`config.mk`:
```
export PLATFORM = sky130hd
export DESIGN_NAME = axis_rr_arbiter
export DESIGN_NICKNAME = d
export VERILOG_FILES = /design/src/rtl/axis_arb_pkg.sv /design/src/rtl/axis_reg_slice.sv /design/src/rtl/axis_rr_arbiter.sv
export SDC_FILE = /design/constraint.sdc
export NUM_CORES = 1
export LEC_CHECK = 0
export BUFFER_PORTS_ARGS = -buffer_cell sky130_fd_sc_hd__buf_2
export CORE_MARGIN = 3
export CORE_UTILIZATION = 45
export CTS_CLUSTER_DIAMETER = 30
export DETAILED_ROUTE_END_ITERATION = 8
export HOLD_SLACK_MARGIN = 0.06
export PLACE_DENSITY = 0.84
export SETUP_SLACK_MARGIN = 0.15
export SLEW_MARGIN = 5
export SYNTH_ARGS = -nofsm -noshare
export SYNTH_HDL_FRONTEND = slang
export SYNTH_HIERARCHICAL = 1
export SYNTH_SLANG_ARGS = --single-unit
```
`constraint.sdc`:
```
create_clock -name axis_aclk -period 3.1 [get_ports axis_aclk]
set_input_delay 0 -clock axis_aclk [delete_from_list [all_inputs] [get_ports axis_aclk]]
set_output_delay 0 -clock axis_aclk [all_outputs]
set_load 0.005 [all_outputs]
```
`src/rtl/axis_arb_pkg.sv`:
```
// -----------------------------------------------------------------------------
// axis_arb_pkg
// Shared definitions for the two-input AXI-Stream round-robin arbiter:
//   - default width constants for tdata and the packet statistics counters
//   - arbiter FSM state encoding
// -----------------------------------------------------------------------------
package axis_arb_pkg;

    localparam int DEF_DATA_WIDTH = 32;
    localparam int DEF_CNT_WIDTH  = 16;

    typedef enum logic [1:0] {
        IDLE   = 2'd0,
        GRANT0 = 2'd1,
        GRANT1 = 2'd2
    } arb_state_t;

endpackage : axis_arb_pkg

```
`src/rtl/axis_reg_slice.sv`:
```
// -----------------------------------------------------------------------------
// axis_reg_slice
// Single-stage AXI-Stream forward register slice. An accepted input beat shows
// up on the output one cycle later, unmodified; the output holds while the
// downstream stalls.
//
// Ports:
//   i_clk, i_rst_n                 clock, asynchronous active-low reset
//   i_valid, i_data, i_strb, i_last  upstream beat
//   o_ready                        slice can take a beat this cycle
//   o_m_valid, o_m_data,
//   o_m_strb, o_m_last             registered downstream beat
//   i_m_ready                      downstream ready
// -----------------------------------------------------------------------------
module axis_reg_slice
    import axis_arb_pkg::*;
#(
    parameter int DATA_WIDTH = DEF_DATA_WIDTH
) (
    input  logic                    i_clk,
    input  logic                    i_rst_n,
    input  logic                    i_valid,
    input  logic [DATA_WIDTH-1:0]   i_data,
    input  logic [DATA_WIDTH/8-1:0] i_strb,
    input  logic                    i_last,
    output logic                    o_ready,
    output logic                    o_m_valid,
    output logic [DATA_WIDTH-1:0]   o_m_data,
    output logic [DATA_WIDTH/8-1:0] o_m_strb,
    output logic                    o_m_last,
    input  logic                    i_m_ready
);

    logic                    r_valid;
    logic [DATA_WIDTH-1:0]   r_data;
    logic [DATA_WIDTH/8-1:0] r_strb;
    logic                    r_last;

    // Empty, or the held beat leaves this cycle: a new beat can be taken.
    assign o_ready = ~r_valid | i_m_ready;

    // NOTE: non-blocking assignments in clocked blocks so every flop samples
    // pre-edge values regardless of statement order.
    always_ff @(posedge i_clk or negedge i_rst_n) begin
        if (!i_rst_n) begin
            r_valid <= 1'b0;
            // NOTE: the payload registers are reset too, because the output
            // bus must read all-zero while reset is asserted.
            r_data  <= '0;
            r_strb  <= '0;
            r_last  <= 1'b0;
        end else if (i_valid && o_ready) begin
            r_valid <= 1'b1;
            r_data  <= i_data;
            r_strb  <= i_strb;
            r_last  <= i_last;
        end else if (i_m_ready) begin
            r_valid <= 1'b0;
        end
    end

    assign o_m_valid = r_valid;
    assign o_m_data  = r_data;
    assign o_m_strb  = r_strb;
    assign o_m_last  = r_last;

endmodule : axis_reg_slice

```
`src/rtl/axis_rr_arbiter.sv`:
```
// -----------------------------------------------------------------------------
// axis_rr_arbiter
// Packet-locked round-robin arbiter merging two AXI-Stream requesters (s00,
// s01) onto one master stream (m00) through a one-stage register slice.
// A grant lasts until the granted requester's tlast beat is accepted; each new
// packet costs one IDLE cycle. Ties go to the requester not granted last.
//
// Ports:
//   axis_aclk, axis_aresetn          clock, asynchronous active-low reset
//   s0N_axis_tdata/tstrb/tvalid/tlast requester N beat
//   s0N_axis_tready                  requester N ready
//   m00_axis_tdata/tstrb/tvalid/tlast merged output beat (registered)
//   m00_axis_tready                  downstream ready
//   grant_id                         last granted requester (0 = s00, 1 = s01)
//   busy                             a packet is currently granted
//   pkt_cnt0, pkt_cnt1               completed-packet counts per requester
//
// Configuration:
//   AXIS_ARB_STATS_EN  defined   -> pkt_cntN count accepted tlast beats (wrap)
//                      undefined -> pkt_cntN tied to zero, no counter flops
// -----------------------------------------------------------------------------
module axis_rr_arbiter
    import axis_arb_pkg::*;
#(
    parameter int DATA_WIDTH = DEF_DATA_WIDTH,
    parameter int CNT_WIDTH  = DEF_CNT_WIDTH
) (
    input  logic                    axis_aclk,
    input  logic                    axis_aresetn,

    input  logic [DATA_WIDTH-1:0]   s00_axis_tdata,
    input  logic [DATA_WIDTH/8-1:0] s00_axis_tstrb,
    input  logic                    s00_axis_tvalid,
    input  logic                    s00_axis_tlast,
    output logic                    s00_axis_tready,

    input  logic [DATA_WIDTH-1:0]   s01_axis_tdata,
    input  logic [DATA_WIDTH/8-1:0] s01_axis_tstrb,
    input  logic                    s01_axis_tvalid,
    input  logic                    s01_axis_tlast,
    output logic                    s01_axis_tready,

    output logic [DATA_WIDTH-1:0]   m00_axis_tdata,
    output logic [DATA_WIDTH/8-1:0] m00_axis_tstrb,
    output logic                    m00_axis_tvalid,
    output logic                    m00_axis_tlast,
    input  logic                    m00_axis_tready,

    output logic                    grant_id,
    output logic                    busy,
    output logic [CNT_WIDTH-1:0]    pkt_cnt0,
    output logic [CNT_WIDTH-1:0]    pkt_cnt1
);

    arb_state_t              r_state;
    arb_state_t              w_next_state;
    logic                    r_last_grant;

    logic                    w_slice_ready;
    logic                    w_sel_valid;
    logic [DATA_WIDTH-1:0]   w_sel_data;
    logic [DATA_WIDTH/8-1:0] w_sel_strb;
    logic                    w_sel_last;

    // Next state, requester readies and the mux into the slice.
    // NOTE: every output of this block gets a default first, so no path
    // through the case can leave one unassigned and infer a latch.
    always_comb begin
        w_next_state    = r_state;
        s00_axis_tready = 1'b0;
        s01_axis_tready = 1'b0;
        w_sel_valid     = 1'b0;
        w_sel_data      = s00_axis_tdata;
        w_sel_strb      = s00_axis_tstrb;
        w_sel_last      = s00_axis_tlast;

        case (r_state)
            IDLE: begin
                // On a tie, hand the grant to whoever did not have it last.
                if (s00_axis_tvalid && s01_axis_tvalid)
                    w_next_state = r_last_grant ? GRANT0 : GRANT1;
                else if (s00_axis_tvalid)
                    w_next_state = GRANT0;
                else if (s01_axis_tvalid)
                    w_next_state = GRANT1;
            end
            GRANT0: begin
                s00_axis_tready = w_slice_ready;
                w_sel_valid     = s00_axis_tvalid;
                if (s00_axis_tvalid && w_slice_ready && s00_axis_tlast)
                    w_next_state = IDLE;
            end
            GRANT1: begin
                s01_axis_tready = w_slice_ready;
                w_sel_valid     = s01_axis_tvalid;
                w_sel_data      = s01_axis_tdata;
                w_sel_strb      = s01_axis_tstrb;
                w_sel_last      = s01_axis_tlast;
                if (s01_axis_tvalid && w_slice_ready && s01_axis_tlast)
                    w_next_state = IDLE;
            end
            default: w_next_state = IDLE;
        endcase
    end

    always_ff @(posedge axis_aclk or negedge axis_aresetn) begin
        if (!axis_aresetn) begin
            r_state      <= IDLE;
            r_last_grant <= 1'b1;   // s00 wins the first tie after reset
        end else begin
            r_state <= w_next_state;
            if (r_state == IDLE && w_next_state == GRANT0)
                r_last_grant <= 1'b0;
            else if (r_state == IDLE && w_next_state == GRANT1)
                r_last_grant <= 1'b1;
        end
    end

    assign busy     = (r_state == GRANT0) || (r_state == GRANT1);
    assign grant_id = r_last_grant;

    axis_reg_slice #(
        .DATA_WIDTH (DATA_WIDTH)
    ) u_slice (
        .i_clk     (axis_aclk),
        .i_rst_n   (axis_aresetn),
        .i_valid   (w_sel_valid),
        .i_data    (w_sel_data),
        .i_strb    (w_sel_strb),
        .i_last    (w_sel_last),
        .o_ready   (w_slice_ready),
        .o_m_valid (m00_axis_tvalid),
        .o_m_data  (m00_axis_tdata),
        .o_m_strb  (m00_axis_tstrb),
        .o_m_last  (m00_axis_tlast),
        .i_m_ready (m00_axis_tready)
    );

`ifdef AXIS_ARB_STATS_EN
    logic                 w_done0;
    logic                 w_done1;
    logic [CNT_WIDTH-1:0] r_pkt_cnt0;
    logic [CNT_WIDTH-1:0] r_pkt_cnt1;

    // A packet completes when its tlast beat is accepted (readies are
    // already gated by the grant state).
    assign w_done0 = s00_axis_tvalid && s00_axis_tready && s00_axis_tlast;
    assign w_done1 = s01_axis_tvalid && s01_axis_tready && s01_axis_tlast;

    always_ff @(posedge axis_aclk or negedge axis_aresetn) begin
        if (!axis_aresetn) begin
            r_pkt_cnt0 <= '0;
            r_pkt_cnt1 <= '0;
        end else begin
            if (w_done0) r_pkt_cnt0 <= r_pkt_cnt0 + 1'b1;
            if (w_done1) r_pkt_cnt1 <= r_pkt_cnt1 + 1'b1;
        end
    end

    assign pkt_cnt0 = r_pkt_cnt0;
    assign pkt_cnt1 = r_pkt_cnt1;
`else
    assign pkt_cnt0 = '0;
    assign pkt_cnt1 = '0;
`endif

endmodule : axis_rr_arbiter

```
==> results.toml, run 1 <==
[run_status]
status = "complete, no violations"

[detailed_routing]
vias = 1792
wl_per_cell_um = 13.92
ant_nets = 0
route.detailed.drc = 0
drt-vias-per-instance = 4.703
firstDrtPassIters = 4
drt_iter0_drc = 37
wl_um = 5303

[power_and_ir_drop]
seqPwrFrac_pct = 34.7
clockPowerShare_pct = 15.5
p_total_mw = 2.811
peakVddDrop_v = 0.0004058
powerDensity_mw_per_mm2 = 879.7
internal_power_mw = 1.942
power.switching_mw = 0.8687
combinationalPowerShare_pct = 49.8
switching_share_pct = 30.90
leakagePower_nw = 1.721

[setup_path]
worstPathRequired_ns = 3.26
path_cells = "inv_1 -> ha_2 -> a22oi_1 -> nor2b_1 -> nand2_4 -> mux2_4"
cp-start-kind = "flop"
crit_path_end_kind = "flop"
crit_slowest_cell = "ha_2"
worstRegToRegCells = 6
slowest_delay_ns = 0.48
arrival_ns = 2.60
path_max_fanout = 37
critical_path_class = "reg2reg"

[global_routing]
antenna_found_initial = 0
grt-ovfl-total = 0
track_usage_pct = 14.84
grt_pass1_vias = 1666
grt_first_pass_wirelength_um = 7645
grt_max_degree = 42

[placement]
portBuffers = 120
dp_hpwl_um = 4099
place_congestion = 0.7338

[clock_tree]
htreeDepth = 2
cts_buffer_depth = 2
cts_buffers = 5
clock_sinks = 41
cts_tree = "done"
clock-root-buffer = "clkbuf_8"
clkTransAtPathRegs_ns = 0.08
post_cts_resized = 0
clock_latency_ns = 0.28

[cells_and_area]
num-nets-final = 393
area_delta_synth_final_pct = 25.07
final_cell_mix = "buf_2 (120), dfrtp_1 (40), mux2_2 (39)"
final_common_cell = "buf_2"
drive_gt1_share_pct = 66.24
n_fill_cell = 458
diodes = 0

[die]
start_util_pct = 48.18
die_x_um = 81.35
io_pins = 153
dieArea_sq_mm = 0.006618
rows = 26
coreArea_sq_mm = 0.005303
fp.dieH_um = 81.35

[timing]
hold_viol = 0
worst_pin_slew_ns = 0.8840
setup-tns-final_ns = 0
final_max_slew_viol_count = 0
rsz0062_at_grt = "false"
finalCritPeriodShare_pct = 78.62
hold_ws_ns = 0.06532
period_needed_ns = 2.437
skew_ns = 0.004163
max-slew-margin-rel_pct = 41.07
clock.fmax_mhz = 410.3
finalSetupViolations = 0

[yosys]
ys_ff_latch = 41
syn-mean-instance-area_sq_um = 13.66
ys_top_cells_by_area = "dfrtp_1 (39%), mux2_4 (18%), mux2_2 (17%)"
ys_seq_area_share_pct = 40.21
yosysWarnings = 6
synth_area_sq_mm = 0.002555
synth-edff-count = 0
synth_top_cell_by_area = "dfrtp_1"
synthCells = 187
synth_cell_types = 31
async_flop_share_pct = 100.0
synthFlopType = "dfrtp_1"
netlist.area_leader.share_pct = 39.18

[flow_run]
maxCapViolations = 0

[hold_path]
hold_path_class = "in2reg"
holdPathStages = 3
==> flip-flops by register name, summed over array words and instances (netlist names) <==
signal and cells:
grant_id 1, r_state 2, u_slice/o_m_data 32, u_slice/o_m_last 1, u_slice/o_m_strb 4, u_slice/o_m_valid 1
==> repair_timing <==
item                                   in CTS  in global routing
setup buffers                               0                  0
hold buffers                                3                  0
endpoints found under the hold margin      42                  0
==> cells in the mapped netlist, drive strengths merged (2+ instances only) <==
library cell,instances
mux2,74
dfrtp,40
buf,39
and2,4
ha,4
inv,3
nand3,3
a21oi,2
==> kinds of logic after synthesis <==
kind of cell | Yosys count | synth area share [%]
adder cells (fa/ha/maj) | 4 | 1.959
AO/OA/AOI/OAI | 12 | 3.918
AND/OR/NAND/NOR | 13 | 3.771
other | 1 | 0.1468
flip-flops | 41 | 40.21
multiplexers | 74 | 37.02
buffers and inverters | 42 | 12.98
==> worst paths after layout <==
| kind | start | to | slack (ns) |
|---|---|---|---|
| hold / removal | s00_axis_tdata[28] | u_slice/o_m_data[28] | 0.07 |
| hold reg to reg | u_slice/o_m_data[5] | u_slice/o_m_data[5] | 0.51 |
| max in group asynchronous | axis_aresetn | u_slice/o_m_data[30] | 2.17 |
| setup / recovery | r_state[0] | u_slice/o_m_data[19] | 0.66 |
| min in group asynchronous | axis_aresetn | u_slice/o_m_data[8] | 0.38 |
| setup reg to reg | r_state[0] | u_slice/o_m_data[19] | 0.66 |
==> power groups by stage <==
stage                     registers [mW]  clock network (mW)  logic [mW]
after floorplan                    0.989                   0       0.993
after global placement             0.975                   0        1.37
after detailed placement           0.979                   0        1.42
after CTS                          0.979               0.449        1.43
after global routing                1.01               0.471        1.52
final                              0.975               0.435        1.40
==> layer usage <==
metal,wire length (um),GRT usage [%],share of wire [%]
met4,28,3.209,0.53
met1,1992,17.63,38
met5,0,0,0
met3,492,3.437,9.3
met2,2788,27.04,53
==> final cells by class <==
type	count	area [sq um]	area share [%]
timing repair buffer	124	638.1	19.97
inverter	3	11.26	0.3524
multi-input combinational	135	1315	41.15
clock buffer	7	86.33	2.702
sequential	41	1027	32.15
tap	70	87.58	2.741
clock inverter	1	30.03	0.9397
==> worst max-delay path: cells and delay by family, from the launching register on <==
family	cells	cell delay, ns
adders and majority gates	1	0.48
and+or+nand+nor	2	0.64
buffers and inverters	1	0.11
AOI/OAI and AO/OA	1	0.17
DFF	1	0.46
muxes	1	0.44
==> per-stage QoR <==
stage | area [sq um] | cells | setup WS [ns] | util (%)
floorplan | 2671 | 218 | 1.158 | -
global placement | 3049 | 370 | 0.7686 | 57.50
detailed placement | 3049 | 370 | 0.6332 | 57.50
CTS | 3196 | 381 | 0.6218 | 60.26
global route | 3196 | 381 | 0.4805 | 60.26
finish | 3196 | 381 | 0.6626 | 60.26
No activity file was read; power rests on OpenSTA's default activity.
==> run 2, diff against run 1 <==
--- a/config.mk
+++ b/config.mk
@@ -5,13 +5,14 @@
 export SDC_FILE = /design/constraint.sdc
 export NUM_CORES = 1
 export LEC_CHECK = 0
+export ABC_AREA = 1
 export BUFFER_PORTS_ARGS = -buffer_cell sky130_fd_sc_hd__buf_2
 export CORE_MARGIN = 3
-export CORE_UTILIZATION = 45
+export CORE_UTILIZATION = 39
 export CTS_CLUSTER_DIAMETER = 30
 export DETAILED_ROUTE_END_ITERATION = 8
 export HOLD_SLACK_MARGIN = 0.06
-export PLACE_DENSITY = 0.84
+export PLACE_DENSITY = 0.77
 export SETUP_SLACK_MARGIN = 0.15
 export SLEW_MARGIN = 5
 export SYNTH_ARGS = -nofsm -noshare
==> constraint.sdc (replaced) <==
create_clock -name axis_aclk -period 2 [get_ports axis_aclk]
set_input_delay 0 -clock axis_aclk [delete_from_list [all_inputs] [get_ports axis_aclk]]
set_output_delay 0 -clock axis_aclk [all_outputs]
set_load 0.005 [all_outputs]
==> results.toml, run 2 <==
[run_status]
status = "complete, no violations"

[power_and_ir_drop]
switching_share_pct = 38.26
seqPwrFrac_pct = 35.0
leakagePower_nw = 1.839
combinationalPowerShare_pct = 50.6
powerDensity_mw_per_mm2 = 1288
peakVddDrop_v = 0.0005558
clockPowerShare_pct = 14.4
power.switching_mw = 1.562
internal_power_mw = 2.520

[timing]
period_needed_ns = 1.671
hold_viol = 0
rsz0062_at_grt = "false"
clock.fmax_mhz = 598.6
finalSetupViolations = 0
skew_ns = 0.008894
hold_ws_ns = 0.07359
worst_pin_slew_ns = 0.9083
fin_ws_ns = 0.3294
final_max_slew_viol_count = 0
setup-tns-final_ns = 0
max-slew-margin-rel_pct = 39.45
finalCritPeriodShare_pct = 83.53

[die]
rows = 28
start_util_pct = 41.67
dieArea_sq_mm = 0.007517
fp.dieH_um = 86.70
io_pins = 153
coreArea_sq_mm = 0.006096
die_x_um = 86.70

[hold_path]
min-delay-start = "s00_axis_tdata[26]"
hold_path_class = "in2reg"

[detailed_routing]
route.detailed.drc = 0
wl_per_cell_um = 12.48
drt_iter0_drc = 23
ant_nets = 0
drt-vias-per-instance = 4.597
vias = 2202
wl_um = 5976
firstDrtPassIters = 4

[yosys]
netlist.area_leader.share_pct = 39.41
synth_area_sq_mm = 0.002540
synthFlopType = "dfrtp_1"
synth.most_common_cell = "nand2_1"
synth_cell_types = 18
synth-edff-count = 0
ys_seq_area_share_pct = 40.44
synthTopCellsByCount = "nand2_1 (91), nand3_1 (45), dfrtp_1 (40)"
yosysWarnings = 6
async_flop_share_pct = 100.0
synth_top_cell_by_area = "dfrtp_1"
synthCells = 286
syn-mean-instance-area_sq_um = 8.881
ys_top_cells_by_area = "dfrtp_1 (39%), mux2_2 (16%), nand2_1 (13%)"
ys_ff_latch = 41

[global_routing]
antenna_found_initial = 0
track_usage_pct = 15.65
grt_first_pass_wirelength_um = 9522
grt_pass1_vias = 2204
grt-ovfl-total = 0
grt_max_degree = 42

[clock_tree]
clkTransAtPathRegs_ns = 0.08
cts_setup_buffers = 0
htreeDepth = 2
cts_buffer_depth = 2
cts_buffers = 5
clock_latency_ns = 0.28
clock_sinks = 41
clock-root-buffer = "clkbuf_8"
cts_tree = "done"

[cells_and_area]
area_delta_synth_final_pct = 24.78
drive_gt1_share_pct = 44.31
final_common_cell = "buf_2"
final_cells = 479
final_cell_mix = "buf_2 (120), nand2_1 (90), nand3_1 (45)"
num-nets-final = 486
largest_reg_flops = 32
diodes = 0
fin_area_sq_mm = 0.003169

[setup_path]
critical_path_class = "reg2reg"
worstPathRequired_ns = 2.17
crit_path_end_kind = "flop"
path_max_fanout = 40
cp-start-kind = "flop"
startpoint = "r_state[0]"
r2r-start = "r_state[0]"
arrival_ns = 1.85

[placement]
dp_hpwl_um = 4453
placedCellCount = 468
portBuffers = 120
place_area_sq_mm = 0.003032
place_congestion = 0.8505
dp_slack_ns = 0.2913

[flow_run]
maxCapViolations = 0
## run 2: cell types whose count changed in the layout (fill, tap and decap cells not counted), moves of 2 or more
cell     change
and2_1       -4
mux2_2       -2
mux2_4      -30
inv_1        +8
nand2_2      +2
nand3_1     +43
mux2_1       -5
buf_4        +2
nand2_1     +90
## run 2: layer usage
| layer | wire [um] | global-route usage, % | vias to the layer above |
|---|---|---|---|
| li1 | - | - | 1091 |
| met1 | 2291 | 17.35 | 1016 |
| met2 | 3137 | 29.76 | 89 |
| met3 | 504 | 2.947 | 6 |
| met4 | 43 | 4.958 | 0 |
| met5 | 0 | 0 | - |
## run 2: cells by family after synthesis
family          after synthesis  share of synthesized area, %
buf+inv                      61                         16.85
mux                          37                         16.40
compound gates                3                        0.8374
simple gates                139                         23.35
flops                        41                         40.44
fa+ha+maj                     4                         1.971
other cells                   1                        0.1476
## run 2: layout make-up
| class | count | area (sq um) |
|---|---|---|
| Clock buffer | 7 | 96.34 |
| Inverter | 12 | 45.04 |
| Timing Repair Buffer | 128 | 684.4 |
| Multi-Input combinational cell | 215 | 1217 |
| Tap cell | 75 | 93.84 |
| Sequential cell | 41 | 1027 |
| Clock inverter | 1 | 5.005 |
| Fill cell | 578 | 2927 |
## run 2: power groups by stage
stage / clock network [mW] / logic, mW / registers, mW
6_report: 0.588 / 2.06 / 1.43
5_1_grt: 0.646 / 2.35 / 1.48
4_1_cts: 0.611 / 2.10 / 1.43
3_5_place_dp: 0 / 2.10 / 1.44
3_3_place_gp: 0 / 2.02 / 1.43
2_1_floorplan: 0 / 1.45 / 1.46
## run 2: critical path, stage by stage, from the launching register on
cell and delay [ns]:
dfrtp_1 0.45, inv_1 0.13, ha_2 0.22, buf_12 0.24
mux2_2 0.37, nand3_1 0.09, nand2_1 0.06
## run 2: timing repair
item / CTS / global route
resized for setup: 0 / 2
hold buffers: 3 / 0
setup endpoints to repair: 0 / 26
hold endpoints to repair: 42 / 0
## run 2: path summary, 6_finish.rpt
| path | end | cells past startpoint | slack [ns] |
|---|---|---|---|
| setup / recovery | u_slice/o_m_data[11] | 6 | 0.33 |
| hold / removal | u_slice/o_m_data[26] | 4 | 0.07 |
| setup reg to reg | u_slice/o_m_data[11] | 6 | 0.33 |
| hold reg to reg | u_slice/o_m_data[5] | 2 | 0.46 |
| max in group asynchronous | u_slice/o_m_data[30] | 2 | 1.05 |
| min in group asynchronous | u_slice/o_m_data[10] | 2 | 0.39 |
## run 2: through the flow
step	util [%]	power [mW]
6_report	51.99	4.081
2_1_floorplan	-	2.910
3_3_place_gp	49.73	3.447
3_5_place_dp	49.73	3.537
5_1_grt	51.99	4.475
4_1_cts	51.89	4.143
